==> config.mk <==
export PLATFORM = sky130hd
export DESIGN_NAME = bus_master_ctrl
export DESIGN_NICKNAME = d
export VERILOG_FILES = /design/src/rtl/bus_master_ctrl.sv
export SDC_FILE = /design/constraint.sdc
export NUM_CORES = 1
export LEC_CHECK = 0
export BUFFER_PORTS_ARGS = -buffer_cell sky130_fd_sc_hd__buf_2
export CAP_MARGIN = 20
export CORE_MARGIN = 2
export CORE_UTILIZATION = 41
export DETAILED_ROUTE_END_ITERATION = 6
export PLACE_DENSITY = 0.75
export SLEW_MARGIN = 10
export SYNTH_ARGS = -nofsm -noshare
export SYNTH_HDL_FRONTEND = slang
export SYNTH_SLANG_ARGS = --single-unit
==> constraint.sdc <==
create_clock -name clk -period 1.6 [get_ports clk]
set_input_delay 0.4 -clock clk [delete_from_list [all_inputs] [get_ports clk]]
set_output_delay 0.4 -clock clk [all_outputs]
set_load 0.01 [all_outputs]
==> src/rtl/bus_master_ctrl.sv <==
// bus_master_ctrl
//   Sequences one CPU-side memory access at a time onto the shared bus:
//   request the bus, wait for grant, drive a one-cycle address strobe,
//   wait for slave ready (or time out), report completion, release the bus.
//
// Ports
//   clk, rst_          : clock, synchronous active-high reset
//   req_valid/ready    : CPU request handshake. A request transfers on a
//                        rising edge where req_valid=1 and req_ready=1; the
//                        CPU holds req_* stable until then and the
//                        controller ignores req_* at every other time.
//   req_rw/addr/wr_data: access direction (0=READ, 1=WRITE), address, data
//   done, err, rd_data : one-cycle completion pulse, timeout flag, read data
//   bus_req, bus_grnt  : arbiter request / grant
//   bus_as             : one-cycle address strobe
//   bus_addr/wr/wr_data: latched access, stable from REQ through WAIT
//   bus_rdy/rd_data    : slave ready and read data (sampled only in WAIT)
//   state_dbg          : current FSM state (0=IDLE 1=REQ 2=ACCESS 3=WAIT)
module bus_master_ctrl #(
    parameter int ADDR_WIDTH = 30,
    parameter int DATA_WIDTH = 32,
    parameter int TIMEOUT    = 16
) (
    input  logic                  clk,
    input  logic                  rst_,
    input  logic                  req_valid,
    output logic                  req_ready,
    input  logic                  req_rw,
    input  logic [ADDR_WIDTH-1:0] req_addr,
    input  logic [DATA_WIDTH-1:0] req_wr_data,
    output logic                  done,
    output logic                  err,
    output logic [DATA_WIDTH-1:0] rd_data,
    output logic                  bus_req,
    input  logic                  bus_grnt,
    output logic                  bus_as,
    output logic [ADDR_WIDTH-1:0] bus_addr,
    output logic                  bus_wr,
    output logic [DATA_WIDTH-1:0] bus_wr_data,
    input  logic                  bus_rdy,
    input  logic [DATA_WIDTH-1:0] bus_rd_data,
    output logic [1:0]            state_dbg
);

    localparam logic READ = 1'b0;

    // Last counter value before the access gives up; the counter starts at
    // 0 in the first WAIT cycle, so the access sees exactly TIMEOUT WAIT cycles.
    localparam logic [7:0] LAST_CNT = 8'(TIMEOUT - 1);

    typedef enum logic [1:0] {
        IDLE   = 2'd0,
        REQ    = 2'd1,
        ACCESS = 2'd2,
        WAIT   = 2'd3
    } state_t;

    state_t     state;
    logic [7:0] wait_cnt;

    // Decoded from the state register only, so no input reaches an output
    // combinationally.
    assign req_ready = (state == IDLE);
    assign bus_req   = (state != IDLE);
    assign bus_as    = (state == ACCESS);
    assign state_dbg = state;

    always_ff @(posedge clk) begin
        if (rst_) begin
            state       <= IDLE;
            wait_cnt    <= '0;
            bus_addr    <= '0;
            bus_wr      <= READ;
            bus_wr_data <= '0;
            done        <= 1'b0;
            err         <= 1'b0;
            rd_data     <= '0;
        end else begin
            // done/err are pulses: only the WAIT exit raises them.
            done <= 1'b0;
            err  <= 1'b0;
            case (state)
                IDLE: begin
                    if (req_valid) begin
                        bus_wr      <= req_rw;
                        bus_addr    <= req_addr;
                        bus_wr_data <= req_wr_data;
                        state       <= REQ;
                    end
                end
                REQ: begin
                    if (bus_grnt) begin
                        state <= ACCESS;
                    end
                end
                ACCESS: begin
                    wait_cnt <= '0;
                    state    <= WAIT;
                end
                WAIT: begin
                    // Ready is checked first so it beats a coincident timeout.
                    if (bus_rdy) begin
                        state <= IDLE;
                        done  <= 1'b1;
                        if (bus_wr == READ) begin
                            rd_data <= bus_rd_data;
                        end
                    end else if (wait_cnt == LAST_CNT) begin
                        state <= IDLE;
                        done  <= 1'b1;
                        err   <= 1'b1;
                    end else if (wait_cnt != 8'hFF) begin
                        wait_cnt <= wait_cnt + 8'd1;
                    end
                end
                default: begin
                    state <= IDLE;
                end
            endcase
        end
    end

endmodule
Yosys cells after proc, flatten, opt, wreduce, memory -nomap -nowiden
Index checks and enable logic that the tools add are counted.
Widths: inputs -> output; s select.
{ "totals": {"ff_bits": 107, "latch_bits": 0, "ram_bits": 0, "romBits": 0, "inputBits": 100, "mem_count": 0} }
{ "op_classes": {"addsub": 1, "n_mul": 0, "n_div": 0, "magnitude_cmp": 0, "eq_ne": 11, "n_shift": 0, "n_mux": 11, "bitwise": 2, "n_reduce_logical": 9} }
{ "op_table": {"columns": ["cell", "n"], "rows": [
  ["$mux 8", 3],
  ["$pmux 8 s2", 1],
  ["$ne 2x2->1 const B", 5],
  ["$add 8x1->8 const B", 1],
  ["$eq 8x4->1 const B", 1],
  ["$mux 2", 4],
  ["$ne 8x8->1 const B", 1],
  ["$pmux 2 s4", 1],
  ["$reduce_and 3->1", 2],
  ["$eq 2x2->1 const B", 2],
  ["$reduce_and 4->1", 1],
  ["$reduce_bool 2->1", 2],
  ["$ne 3x3->1 const B", 1],
  ["$reduce_or 3->1", 1],
  ["$eq 2x1->1 const B", 1],
  ["$logic_not 2->1", 1],
  ["$mux 1", 2],
  ["$not 1->1", 2],
  ["$reduce_and 2->1", 1],
  ["$reduce_or 2->1", 1]
]} }

Longest topological paths before layout
{ "logic_depth": {"word_depth": 5, "depth_mapped": 7, "mapped_depth_nobuf": 6} }

Least setup slack after synthesis
Ideal clock, no wire load.
{ "synth_path": {"path_type": "register to register", "start": "reg state[0] (netlist: state_dbg[0])", "end": "reg wait_cnt[5]", "arrival_ns": 1.636, "setup_slack_ns": -0.111, "path_stages_with_launch": 7, "synth_period_minus_slack_ns": 1.711, "path_cell_list": "dfxtp_1 ha_1 buf_2 nor2b_1 a41oi_1 or3_1 a31oi_1"} }
{ "synth_via": {"elab_chain_cells": 3, "word_cells_on_any_way": 8, "cone_classes": "eq/ne: 5; mux: 1; reduce/logical: 2"} }
{ "synth_rtl": {"columns": ["item", "line", "text"], "rows": [
  ["start: declaration", "58", "state_t state;"],
  ["start signal: assignment", "70", "state <= IDLE;"],
  ["start signal: assignment", "88", "state <= REQ;"],
  ["start signal: assignment", "93", "state <= ACCESS;"],
  ["$eq 2x2->1", "82", "case (state)"],
  ["$ne 2x2->1 (no line) / $reduce_bool 2->1 (equally long branches)", null, null],
  ["$reduce_and 4->1 (no line)", null, null],
  ["end signal: assignment", "113", "wait_cnt <= wait_cnt + 8'd1;"],
  ["end: declaration", "59", "logic [7:0] wait_cnt;"]
]} }
Parallel ways exist; a longest one is shown, timed or not.
A chain may end at the register's enable or synchronous reset.

Worst setup path after layout
{ "layout_path": {"start": "reg wait_cnt[6]", "end": "reg wait_cnt[3]"} }
{ "layout_via": {"elab_chain_cells": 3, "word_cells_on_any_way": 5, "cone_classes": "eq/ne: 4; reduce/logical: 1"} }
{ "layout_rtl": {"columns": ["item", "line"], "rows": [
  ["$ne 8x8->1 / $eq 8x4->1 (equally long branches)", "112, 108"],
  ["$ne 2x2->1 (no line)", null],
  ["$reduce_and 4->1 (no line) *", null]
]} }
Every way passes the cells marked *; elsewhere a longest branch is shown, timed or not.

==> results.toml <==
[sta]
worst_slack_ps = -30.79
grt_setup_unrepaired = "yes"
relSlewSlack = 0.7686
setup_viol = 4
finClkSkew_ps = 14.01
finalCritPeriodShare = 1.019
tightest_slew_ps = 347.1
finalHoldViolCount = 0
finalMaxSlewViolations = 0
clock.fmax_mhz = 613.2
post-route-min-period_ps = 1631

[power]
power.density_nw_per_um2 = 1302
swShare = 0.3533
leakagePower_nw = 2.538
switching_power_mw = 2.581
p_int_mw = 4.726
power_mw = 7.307
combPwrFrac = 0.341
pwr-share-seq = 0.442
clkPwrFrac = 0.217
irDropWorstVdd_mv = 0.6977

[floorplan]
die_y_microns = 102.1
rows = 35
start_util = 0.4248
core-area_sq_um = 9284
ios = 202
die_w_microns = 102.1
die-area_sq_um = 10420

[worst_setup_path]
path_max_fanout = 4
critPathLaunchType = "flip-flop"
crit_arrival_ps = 1910
crit_type = "flip-flop to flip-flop"
r2r_start = "wait_cnt[6]"
critPathLaunch = "wait_cnt[6]"
required_ps = 1880
end_kind = "flip-flop"

[drt]
ant_nets = 0
drt_iter0_drc = 132
firstDrtPassIters = 6
vias = 4102
routed_via_density = 4.866
drc = 0
wl_per_cell_microns = 13.21
drt-total-wl_microns = 11140

[logic_synthesis]
synthDistinctLibCells = 37
synthCells = 500
syn_area_sq_um = 3944
ys_seq_area_frac = 0.5431
avgSynthCellArea_sq_um = 7.888
synth_seq_cells = 107
ys_warn_count = 0
synth_nets = 605

[place]
dp_hpwl_microns = 7932
portBuffers = 201
post-place-cells = 820
routabilityCongestion = 0.8863

[clock_tree]
clock_tree.htree_level_count = 3
postCtsHoldBufs = 0
cts_root_buf = "clkbuf_8"
cts_sinks = 107
cts_buffers = 9
clk_path_buf_depth = 2
cts.clk_slew.worst_paths_ps = 110
clock_latency_ps = 360
cts_tree = "yes"

[global_routing]
grt.overflow.total = 0
grt_pass1_vias = 3752
antenna_found_initial = 0
grt_max_degree = 84
grt_util_all_layers = 0.1985
grt_pass1_wl_microns = 16750

[run_status]
status = "finished with violations"
failed_checks = "setup timing"

[finish]
instances_no_fill = 843
drive_gt1_frac = 0.3852
fin_nets = 814
n_antenna_cell = 0
area_growth_pct = 42.26

[hold_path]
hold_path.class = "input port to flip-flop"
min_from = "req_addr[14]"

[flow_run]
drv_cap = 0
## cell usage after synthesis, drive strengths merged
cell / count / share of area
a211o: 1 / 0.0022
clkbuf: 26 / 0.025
nor4bb: 1 / 0.0025
nor2b: 2 / 0.0032
o221a: 1 / 0.0029
a21o: 1 / 0.0019
nor3b: 1 / 0.0032
and2: 1 / 0.0016
a211oi: 3 / 0.010
dfxtp: 107 / 0.54
o31ai: 1 / 0.0019
nor2: 8 / 0.0083
a2111oi: 1 / 0.0025
buf: 7 / 0.0073
a31oi: 2 / 0.0032
nand4b: 1 / 0.0022
and3: 2 / 0.0032
nand3b: 1 / 0.0019
nand4: 2 / 0.0032
a41oi: 2 / 0.0044
nor3: 2 / 0.0025
nand2: 197 / 0.19
or4: 2 / 0.0038
or2: 1 / 0.0016
o21ai: 7 / 0.0098
a21oi: 103 / 0.13
a311oi: 1 / 0.0022
inv: 6 / 0.0057
nand3: 4 / 0.0051
or3: 1 / 0.0016
ha: 5 / 0.016
## timing repair
action / in CTS / in global routing
pin swaps: 4 / 10
resized for setup: 20 / 15
endpoints found under the setup margin: 42 / 43
setup buffers: 4 / 4
## logic make-up after synthesis
| family | after synthesis | synth area share |
|---|---|---|
| AO/OA/AOI/OAI | 123 | 0.1720 |
| adder cells (fa/ha/maj) | 5 | 0.01586 |
| buffers and inverters | 39 | 0.03775 |
| flip-flops | 107 | 0.5431 |
| AND/OR/NAND/NOR | 226 | 0.2313 |
## cells in the final DEF, fill, tap and decap left out, types with 2 or more instances in the layout
cell / Yosys / layout
a211oi_2: 1 / 2
a21oi_1: 103 / 101
a21oi_2: 0 / 2
a31oi_1: 2 / 2
a41oi_1: 2 / 2
and3_1: 2 / 2
buf_12: 0 / 5
buf_2: 2 / 197
buf_4: 0 / 24
buf_6: 0 / 5
clkbuf_8: 0 / 10
clkinv_4: 0 / 4
dfxtp_1: 107 / 104
dfxtp_4: 0 / 2
ha_4: 0 / 3
inv_1: 6 / 2
inv_4: 0 / 3
nand2_1: 197 / 196
nand3_1: 4 / 3
nand4_1: 2 / 2
nor2_1: 7 / 5
nor2_2: 1 / 2
nor3_1: 2 / 2
o21ai_0: 2 / 2
o21ai_1: 4 / 4
or4_4: 0 / 2
## critical path: stages (launching register included)
cell	delay (ps)
dfxtp_2	330
or4_4	570
a211oi_4	300
buf_6	160
a2111oi_2	40
nor3b_2	160
## area by class of cell
class | instances | area, sq um
fill | 850 | 3674
sequential | 107 | 2151
multi-input combinational | 354 | 1758
timing repair buffer | 231 | 1323
tap | 129 | 161.4
clock buffer | 11 | 141.4
clock inverter | 5 | 46.29
inverter | 6 | 30.03
## per-layer routing
layer  wire, microns  track usage  up-vias
met4             172      0.07179        0
met1            4494       0.2289     1853
met3            1070      0.06703       22
li1                -            -     2055
met5               0            0        -
met2            5400       0.3431      172
## registers in the layout (all words and copies together), names as in the netlist
register and flops:
bus_addr 30, rd_data 32, wait_cnt 8, bus_wr_data 32, bus_wr 1, done 1, err 1, state_dbg 2
## path summary, 6_finish.rpt
| kind | end | slack [ps] | depth (start not counted) |
|---|---|---|---|
| max reg2reg | wait_cnt[3] | -30 | 5 |
| max | wait_cnt[3] | -30 | 5 |
| min | bus_addr[14] | 260 | 3 |
| min reg2reg | bus_wr_data[5] | 460 | 2 |
## power groups by stage
| stage | combinational, mW | clock (mW) | sequential [mW] |
|---|---|---|---|
| after global placement | 2.21 | 0 | 3.23 |
| final | 2.49 | 1.59 | 3.23 |
| after detailed placement | 2.26 | 0 | 3.25 |
| after floorplan | 1.07 | 0 | 3.42 |
| after CTS | 2.46 | 1.63 | 3.22 |
| after global routing | 2.76 | 1.72 | 3.27 |
## metrics by stage
step	worst slack [ps]	cell area [sq um]	TNS [ps]	util	hold slack, ps
after floorplan	-18.04	3949	-18.04	-	478.4
after global placement	-47.83	5238	-117.3	0.5642	438.7
after detailed placement	-103.2	5238	-525.1	0.5642	443.6
after CTS	-36.83	5525	-71.46	0.5951	242.5
after global routing	-80.17	5610	-429.0	0.6043	247.3
final	-30.79	5610	-68.23	0.6043	259.5
No activity file was read; power rests on OpenSTA's default activity.
